`config.mk`:
```
export PLATFORM = sky130hd
export DESIGN_NAME = cmsdk_mcu_altfunc_switch_ctrl
export DESIGN_NICKNAME = d
export VERILOG_FILES = /design/src/rtl/cmsdk_mcu_altfunc_switch_ctrl.sv
export SDC_FILE = /design/constraint.sdc
export NUM_CORES = 1
export LEC_CHECK = 0
export CORE_UTILIZATION = 50
export DETAILED_ROUTE_END_ITERATION = 12
export DONT_BUFFER_PORTS = 1
export PLACE_DENSITY_LB_ADDON = 0.05
export SKIP_CTS_REPAIR_TIMING = 1
export SLEW_MARGIN = 20
export SYNTH_ARGS = -nofsm -noshare
export SYNTH_HDL_FRONTEND = slang
export SYNTH_SLANG_ARGS = --single-unit
```
`constraint.sdc`:
```
create_clock -name HCLK -period 2.6 [get_ports HCLK]
set_clock_uncertainty 0.05 [all_clocks]
set_input_delay 0.52 -clock HCLK [delete_from_list [all_inputs] [get_ports HCLK]]
set_output_delay 0.52 -clock HCLK [all_outputs]
set_load 0.01 [all_outputs]
```
`src/rtl/cmsdk_mcu_altfunc_switch_ctrl.sv`:
```
// Serialises alternate-function changes on shared pins: wait for peripheral idle,
// tristate for a guard time, flip the mux select, hold tristate again, release.
module cmsdk_mcu_altfunc_switch_ctrl #(
  parameter int unsigned    NCH          = 3,
  parameter int unsigned    GUARD_CYCLES = 4,
  parameter int unsigned    CNT_W        = 4,
  parameter logic [NCH-1:0] RESET_SEL    = '0
) (
  input  logic           HCLK,
  input  logic           HRESET,
  input  logic [NCH-1:0] altfunc_req,
  input  logic [NCH-1:0] periph_busy,
  output logic [NCH-1:0] altfunc_sel,
  output logic [NCH-1:0] oe_block,
  output logic           switch_active,
  output logic [NCH-1:0] switch_done
);

  localparam int unsigned PTR_W = (NCH > 1) ? $clog2(NCH) : 1;
  localparam logic [CNT_W-1:0] CNT_LOAD = CNT_W'(GUARD_CYCLES - 1);

  localparam logic [1:0] ST_IDLE       = 2'd0;
  localparam logic [1:0] ST_WAIT_IDLE  = 2'd1;
  localparam logic [1:0] ST_GUARD_PRE  = 2'd2;
  localparam logic [1:0] ST_GUARD_POST = 2'd3;

  logic [1:0]       state_q, state_d;
  logic [PTR_W-1:0] ch_q, ch_d;
  logic [PTR_W-1:0] rr_q, rr_d;
  logic             tgt_q, tgt_d;
  logic [CNT_W-1:0] cnt_q, cnt_d;
  logic [NCH-1:0]   sel_q, sel_d;
  logic [NCH-1:0]   oe_q, oe_d;
  logic [NCH-1:0]   done_q, done_d;
  logic             active_q, active_d;

  logic [NCH-1:0]   pending;
  logic             grant_vld;
  logic [PTR_W-1:0] grant_ch;
  int unsigned      arb_idx;
  logic             withdrawn;

  assign pending   = altfunc_req ^ sel_q;
  assign withdrawn = (altfunc_req[ch_q] == sel_q[ch_q]);

  // Round-robin search starting at rr_q for the first pending channel.
  always_comb begin
    grant_vld = 1'b0;
    grant_ch  = '0;
    arb_idx   = 0;
    for (int unsigned k = 0; k < NCH; k++) begin
      arb_idx = (32'(rr_q) + k) % NCH;
      if (!grant_vld && pending[PTR_W'(arb_idx)]) begin
        grant_vld = 1'b1;
        grant_ch  = PTR_W'(arb_idx);
      end
    end
  end

  always_comb begin
    state_d = state_q;
    ch_d    = ch_q;
    rr_d    = rr_q;
    tgt_d   = tgt_q;
    cnt_d   = cnt_q;
    sel_d   = sel_q;
    oe_d    = oe_q;
    done_d  = '0;
    case (state_q)
      ST_IDLE: begin
        if (grant_vld) begin
          ch_d    = grant_ch;
          tgt_d   = altfunc_req[grant_ch];
          rr_d    = PTR_W'((32'(grant_ch) + 1) % NCH);
          state_d = ST_WAIT_IDLE;
        end
      end
      ST_WAIT_IDLE: begin
        if (withdrawn) begin
          state_d = ST_IDLE;
        end else if (!(tgt_q == 1'b0 && periph_busy[ch_q])) begin
          oe_d[ch_q] = 1'b1;
          cnt_d      = CNT_LOAD;
          state_d    = ST_GUARD_PRE;
        end
      end
      ST_GUARD_PRE: begin
        if (withdrawn) begin
          oe_d[ch_q] = 1'b0;
          state_d    = ST_IDLE;
        end else if (cnt_q != '0) begin
          cnt_d = cnt_q - CNT_W'(1);
        end else begin
          sel_d[ch_q] = tgt_q;
          cnt_d       = CNT_LOAD;
          state_d     = ST_GUARD_POST;
        end
      end
      ST_GUARD_POST: begin
        // Target is committed here; request changes are re-arbitrated afterwards.
        if (cnt_q != '0) begin
          cnt_d = cnt_q - CNT_W'(1);
        end else begin
          oe_d[ch_q]   = 1'b0;
          done_d[ch_q] = 1'b1;
          state_d      = ST_IDLE;
        end
      end
      default: state_d = ST_IDLE;
    endcase
    active_d = (state_d != ST_IDLE);
  end

  always_ff @(posedge HCLK) begin
    if (HRESET) begin
      state_q  <= ST_IDLE;
      ch_q     <= '0;
      rr_q     <= '0;
      tgt_q    <= 1'b0;
      cnt_q    <= '0;
      sel_q    <= RESET_SEL;
      oe_q     <= '0;
      done_q   <= '0;
      active_q <= 1'b0;
    end else begin
      state_q  <= state_d;
      ch_q     <= ch_d;
      rr_q     <= rr_d;
      tgt_q    <= tgt_d;
      cnt_q    <= cnt_d;
      sel_q    <= sel_d;
      oe_q     <= oe_d;
      done_q   <= done_d;
      active_q <= active_d;
    end
  end

  assign altfunc_sel   = sel_q;
  assign oe_block      = oe_q;
  assign switch_done   = done_q;
  assign switch_active = active_q;

endmodule

```
# Word-level counts from Yosys, hierarchy flattened
# Index checks and enable logic that the tools add are counted.
[totals] elab_cells=97 input_bits=8 ff_bits=21 output_inout_bits=10
[classes] mux=41 n_div=4 n_addsub=4 order_cmp=6 reduce_logical=15 bitwise=8 n_eq_ne=10
[op_table] op="32-bit by 2-bit modulo with 32-bit output (second input constant)" n=3
[op_table] op="2-bit by 2-bit modulo with 32-bit output (second input constant)" n=1
[op_table] op="4-bit 2-to-1 mux" n=5
[op_table] op="2-bit 2-to-1 mux" n=9
[op_table] op="2-bit by 3-bit < comparator with 1-bit output (second input constant)" n=5
[op_table] op="1-bit binary-select mux with 2-bit select" n=7
[op_table] op="3-bit 2-to-1 mux" n=4
[op_table] op="2-bit != test (second input constant)" n=6
[op_table] op="4-bit one-hot mux with 3 select lines" n=1
[op_table] op="1-bit 2-to-1 mux" n=11
[op_table] op="5-bit AND reduction" n=2
[op_table] op="3-bit one-hot mux with 3 select lines" n=1
[op_table] op="2-bit one-hot mux with 4 select lines" n=1
[op_table] op="2-bit by 1-bit adder with 3-bit output (second input constant)" n=2
[op_table] op="2-bit equality test (second input constant)" n=2
[op_table] op="1-bit logical AND" n=4
[op_table] op="1-bit inverter" n=4
[op_table] op="4-bit nonzero test" n=1
[op_table] op="4-bit by 1-bit subtractor with 4-bit output (second input constant)" n=1
[op_table] op="2-bit by 2-bit adder with 3-bit output (second input constant)" n=1
[op_table] op="3-bit bitwise AND" n=1
[op_table] op="3-bit bitwise mux" n=1
[op_table] op="3-bit inverter" n=1
[op_table] op="3-bit bitwise OR" n=1
[op_table] op="other kinds (12)" n=13

# Logic depth before layout (Yosys ltp)
[depth] depth_word=13 depth_mapped=8 mapped_depth_nobuf=8

# Least setup slack after synthesis
# Ideal clock, no wire load.
[synth_timing] kind="reg2reg" startpoint="register rr_q[0]" endpoint="register tgt_q" arrival_time_ps=1892 required_ps=2468 n_path_buf=0 setup_slack_ps=576 period_less_slack_ps=2024 stages_incl_launch_ff=9 setup_time_ps=82 cell_sequence="dfxtp_1 > inv_1 > ha_1 > and2_1 > o21ai_1 > a21boi_1 > a21oi_1 > or4_1 > a22oi_1"
[synth_between] elab_chain_len=12 word_cells_on_any_way=24 cone_classes="2 x add/sub; 3 x div; 14 x mux; 5 x reduce/logical"
[synth_lines] item="start, declared" line="29" rtl="logic [PTR_W-1:0] rr_q, rr_d;"
[synth_lines] item="start signal, assigned" line="128" rtl="rr_q <= rr_d;"
[synth_lines] item="parallel branches: the longest is 12 deep, another holds 32-bit by 2-bit modulo with 32-bit output"
[synth_lines] item="end signal, assigned" line="129" rtl="tgt_q <= tgt_d;"
[synth_lines] item="end, declared" line="30" rtl="logic tgt_q, tgt_d;"
# Parallel ways; which one is timed is not known. The select of a mux whose other input is x is not followed.
# A chain may end at the register's enable or synchronous reset.

# Worst setup path after layout
[layout_timing] startpoint="register ch_q[0]" endpoint="register cnt_q[1]"
[layout_between] elab_chain_len=5 word_cells_on_any_way=12 cone_classes="4 x eq/ne; 6 x mux; 2 x reduce/logical"
[layout_lines] item="start, declared" line="28" rtl="logic [PTR_W-1:0] ch_q, ch_d;"
[layout_lines] item="start signal, assigned" line="127" rtl="ch_q <= ch_d;"
[layout_lines] item="1-bit binary-select mux with 2-bit select (on tied branches)" line="44, 81"
[layout_lines] item="1-bit 2-to-1 mux (on tied branches)" line="44, 81"
[layout_lines] item="1-bit equality test / 1-bit logical AND (equally long branches)" line="44, 81"
[layout_lines] item="2-bit != test (no line)"
[layout_lines] item="5-bit AND reduction (no line) (*)"
[layout_lines] item="end signal, assigned" line="130" rtl="cnt_q <= cnt_d;"
[layout_lines] item="end, declared" line="31" rtl="logic [CNT_W-1:0] cnt_q, cnt_d;"
# Mark *: on every way between the ends. The rest lies on a longest branch, timed or not. The select of a mux whose other input is x is not followed.

==> flow_metrics.py <==
metrics = {
    "setup_path": {
        "worstPathRequired_ns": 2.75,
        "path_buf_inv": 0,
        "timing.rr.end": "cnt_q[1]$_SDFFE_PP0P_",
        "r2r_slack_ns": 0.27,
        "cp_cell_sequence": "mux2i_1 -> o2bb2ai_1 -> xnor2_2 -> and4bb_2 -> nor2_1 -> a221oi_1",
        "r2r_start": "ch_q[0]$_SDFFE_PP0P_",
        "cpLargestDelayFamily": "flip-flops",
        "setup.worst_path.class": "flip-flop to flip-flop",
        "crit_arrival_ns": 2.48,
        "crit_slowest_cell": "dfxtp_1",
        "rr_worst_depth": 6,
        "worstSetupStartpointType": "flip-flop",
        "slowest_delay_ns": 0.58,
        "crit_path_start": "ch_q[0]$_SDFFE_PP0P_",
        "worstSetupEndpointType": "flip-flop",
        "crit_fanout": 12,
    },
    "power": {
        "p_clk_share_pct": 13.9,
        "pwr_density_cell_nw_per_um2": 905,
        "max-vdd-ir-drop_mv": 0.466,
        "p_leak_uw": 0.000446,
        "p_comb_share_pct": 44.6,
        "pwr-share-seq_pct": 41.5,
        "power.internal_uw": 650,
        "p_sw_uw": 470,
        "p_sw_share_pct": 42.0,
    },
    "die": {
        "fp-row-count": 17,
        "die_w_um": 51.2,
        "start_util_pct": 53.7,
        "die-height_um": 51.2,
        "io_pins": 18,
        "dieArea_um2": 2620,
        "core_area_um2": 2250,
    },
    "logic_synthesis": {
        "synthFlopType": "dfxtp_1",
        "netlist_area_um2": 1210,
        "synth_top_family_by_area": "simple AND/OR/NAND/NOR gates",
        "synth-edff-count": 0,
        "ys_types": 47,
        "synth_commonest_cells": "dfxtp_1, nor2_1, a21oi_1",
        "yosysSeqAreaShare_pct": 34.7,
        "netlist_instances": 140,
        "synth_nets": 152,
        "synth_top_area_cell": "dfxtp_1",
        "synthAdderAreaFrac_pct": 4.96,
        "syn_area_per_cell_um2": 8.65,
        "async_flop_share_pct": 0,
        "synth_compound_area_share_pct": 20.5,
        "ys.warnings.count": 0,
        "synth.most_common_cell": "dfxtp_1",
        "synth_mux_area_share_pct": 5.79,
        "yosys-top-cells-area": "dfxtp_1, mux2i_1, ha_1, nor2_1, a21oi_1",
        "synthSimpleGateAreaFrac_pct": 25.1,
        "synth_top_area_share_pct": 34.7,
        "synth.ff_latch_count": 21,
        "synth-xor-area-share_pct": 4.24,
    },
    "clocking": {
        "cts_buffer_depth": 2,
        "ctsRootBufferMaster": "clkbuf_4",
        "cts_tree": "built",
        "htree_levels": 1,
        "cts.sinks": 21,
        "clk_pin_slew_ns": 0.11,
        "clk_latency_ns": 0.30,
        "numCtsBuffers": 3,
    },
    "route": {
        "drt_pass1_iterations": 4,
        "drc_errors": 0,
        "via_count": 976,
        "drtIter0Drc": 22,
        "wl_um": 2470,
        "ant_nets": 0,
        "vias_per_cell": 5.92,
        "wl_per_cell_um": 15.0,
    },
    "grt": {
        "antenna_found_initial": 0,
        "grt_first_pass_wirelength_um": 4150,
        "grt_pass1_vias": 860,
        "grt.overflow.total": 0,
        "grt_max_degree": 20,
        "grt.total_usage_pct": 21.2,
    },
    "cells_and_area": {
        "drive_gt1_share_pct": 7.30,
        "synthToLayoutAreaGrowth_pct": 2.17,
        "antenna_cells": 0,
        "n_fill_cell": 230,
        "nets": 150,
        "design_area_um2": 1240,
    },
    "timing": {
        "grt_setup_unrepaired": "false",
        "setup_viol": 0,
        "finalSetupTns_ns": 0,
        "hold_viol": 0,
        "max_slew_margin_pct": 59.5,
        "tightest_slew_ns": 0.607,
        "post-route-period-util_pct": 89.6,
        "finalCriticalPeriod_ns": 2.33,
        "drv_slew": 0,
        "fmax_ghz": 0.429,
    },
    "place": {
        "dpl_cell_area_um2": 1210,
        "place.gp.congestion": 0.816,
        "io_buffers": 0,
        "dp_hpwl_um": 1830,
    },
    "hold_path": {
        "min_from": "HRESET",
        "whs_path_depth": 1,
        "hp-class": "input port to flip-flop",
        "hold_end": "rr_q[0]$_SDFFE_PP0P_",
    },
    "outcome": {
        "outcome": "complete, no violations",
    },
    "flow_run": {
        "maxCapViolations": 0,
    },
}
==> cells in the final DEF (no fill, tap or decap), types with 2 or more instances in the layout <==
cell type and instances:
dfxtp_1 21, nor2_1 13, a21oi_1 9, nand2_1 8, nor3_1 8, mux2i_1 7
inv_1 6, a211oi_1 5, nand3_1 5, nor2b_1 4, o21ai_1 4, ha_1 4
nor3b_1 3, xor2_1 3, a31oi_1 3, clkbuf_4 3, o21a_1 2
==> logic make-up after synthesis <==
family | count (synthesis)
AO/OA/AOI/OAI | 35
XOR/XNOR | 5
adder cells (fa/ha/maj) | 5
buffers and inverters | 13
flip-flops | 21
multiplexers | 7
AND/OR/NAND/NOR | 54
==> final cells by class <==
type,instances,area [µm²],share of cell area (%)
clock buffer,4,26.3,2.12
inverter,6,22.5,1.82
multi-input combinational,106,733,59.3
tap,28,35.0,2.83
sequential,21,420,34.0
==> layer usage <==
| metal | up-vias | GRT usage [%] | wire, µm |
|---|---|---|---|
| met4 | 0 | 7.66 | 17 |
| met2 | 21 | 32.0 | 1110 |
| met5 | - | 0 | 0 |
| met3 | 2 | 3.57 | 87 |
| met1 | 448 | 29.9 | 1250 |
| li1 | 505 | - | - |
==> stage by stage <==
step / hold WS (ns) / cells / utilization [%] / power [µW] / setup WS (ns)
2_1_floorplan: 0.399 / 140 / - / 882 / 0.576
3_3_place_gp: 0.406 / 161 / 53.7 / 953 / 0.419
3_5_place_dp: 0.421 / 161 / 53.7 / 965 / 0.312
4_1_cts: 0.216 / 165 / 54.9 / 1120 / 0.274
5_1_grt: 0.201 / 165 / 54.9 / 1210 / 0.108
6_report: 0.224 / 165 / 54.9 / 1120 / 0.270
==> worst max-delay path by stage <==
| stage | depth (start not counted) | endpoint | slack, ns |
|---|---|---|---|
| 3_5_place_dp | 6 | cnt_q[1]$_SDFFE_PP0P_ | 0.31 |
| 2_1_floorplan | 8 | tgt_q$_SDFFE_PP0P_ | 0.58 |
| 5_1_grt | 6 | cnt_q[1]$_SDFFE_PP0P_ | 0.11 |
| 4_1_cts | 6 | cnt_q[1]$_SDFFE_PP0P_ | 0.27 |
| 3_3_place_gp | 6 | cnt_q[1]$_SDFFE_PP0P_ | 0.42 |
| 6_report | 6 | cnt_q[1]$_SDFFE_PP0P_ | 0.27 |
==> power by group through the flow <==
stage                     combinational (µW)  clock, µW  sequential [µW]
after global routing                     556        177              476
after CTS                                496        162              464
after global placement                   484          0              469
after floorplan                          458          0              424
after detailed placement                 493          0              471
final                                    500        156              465
Note: power is estimated with default switching activity, not from simulation.
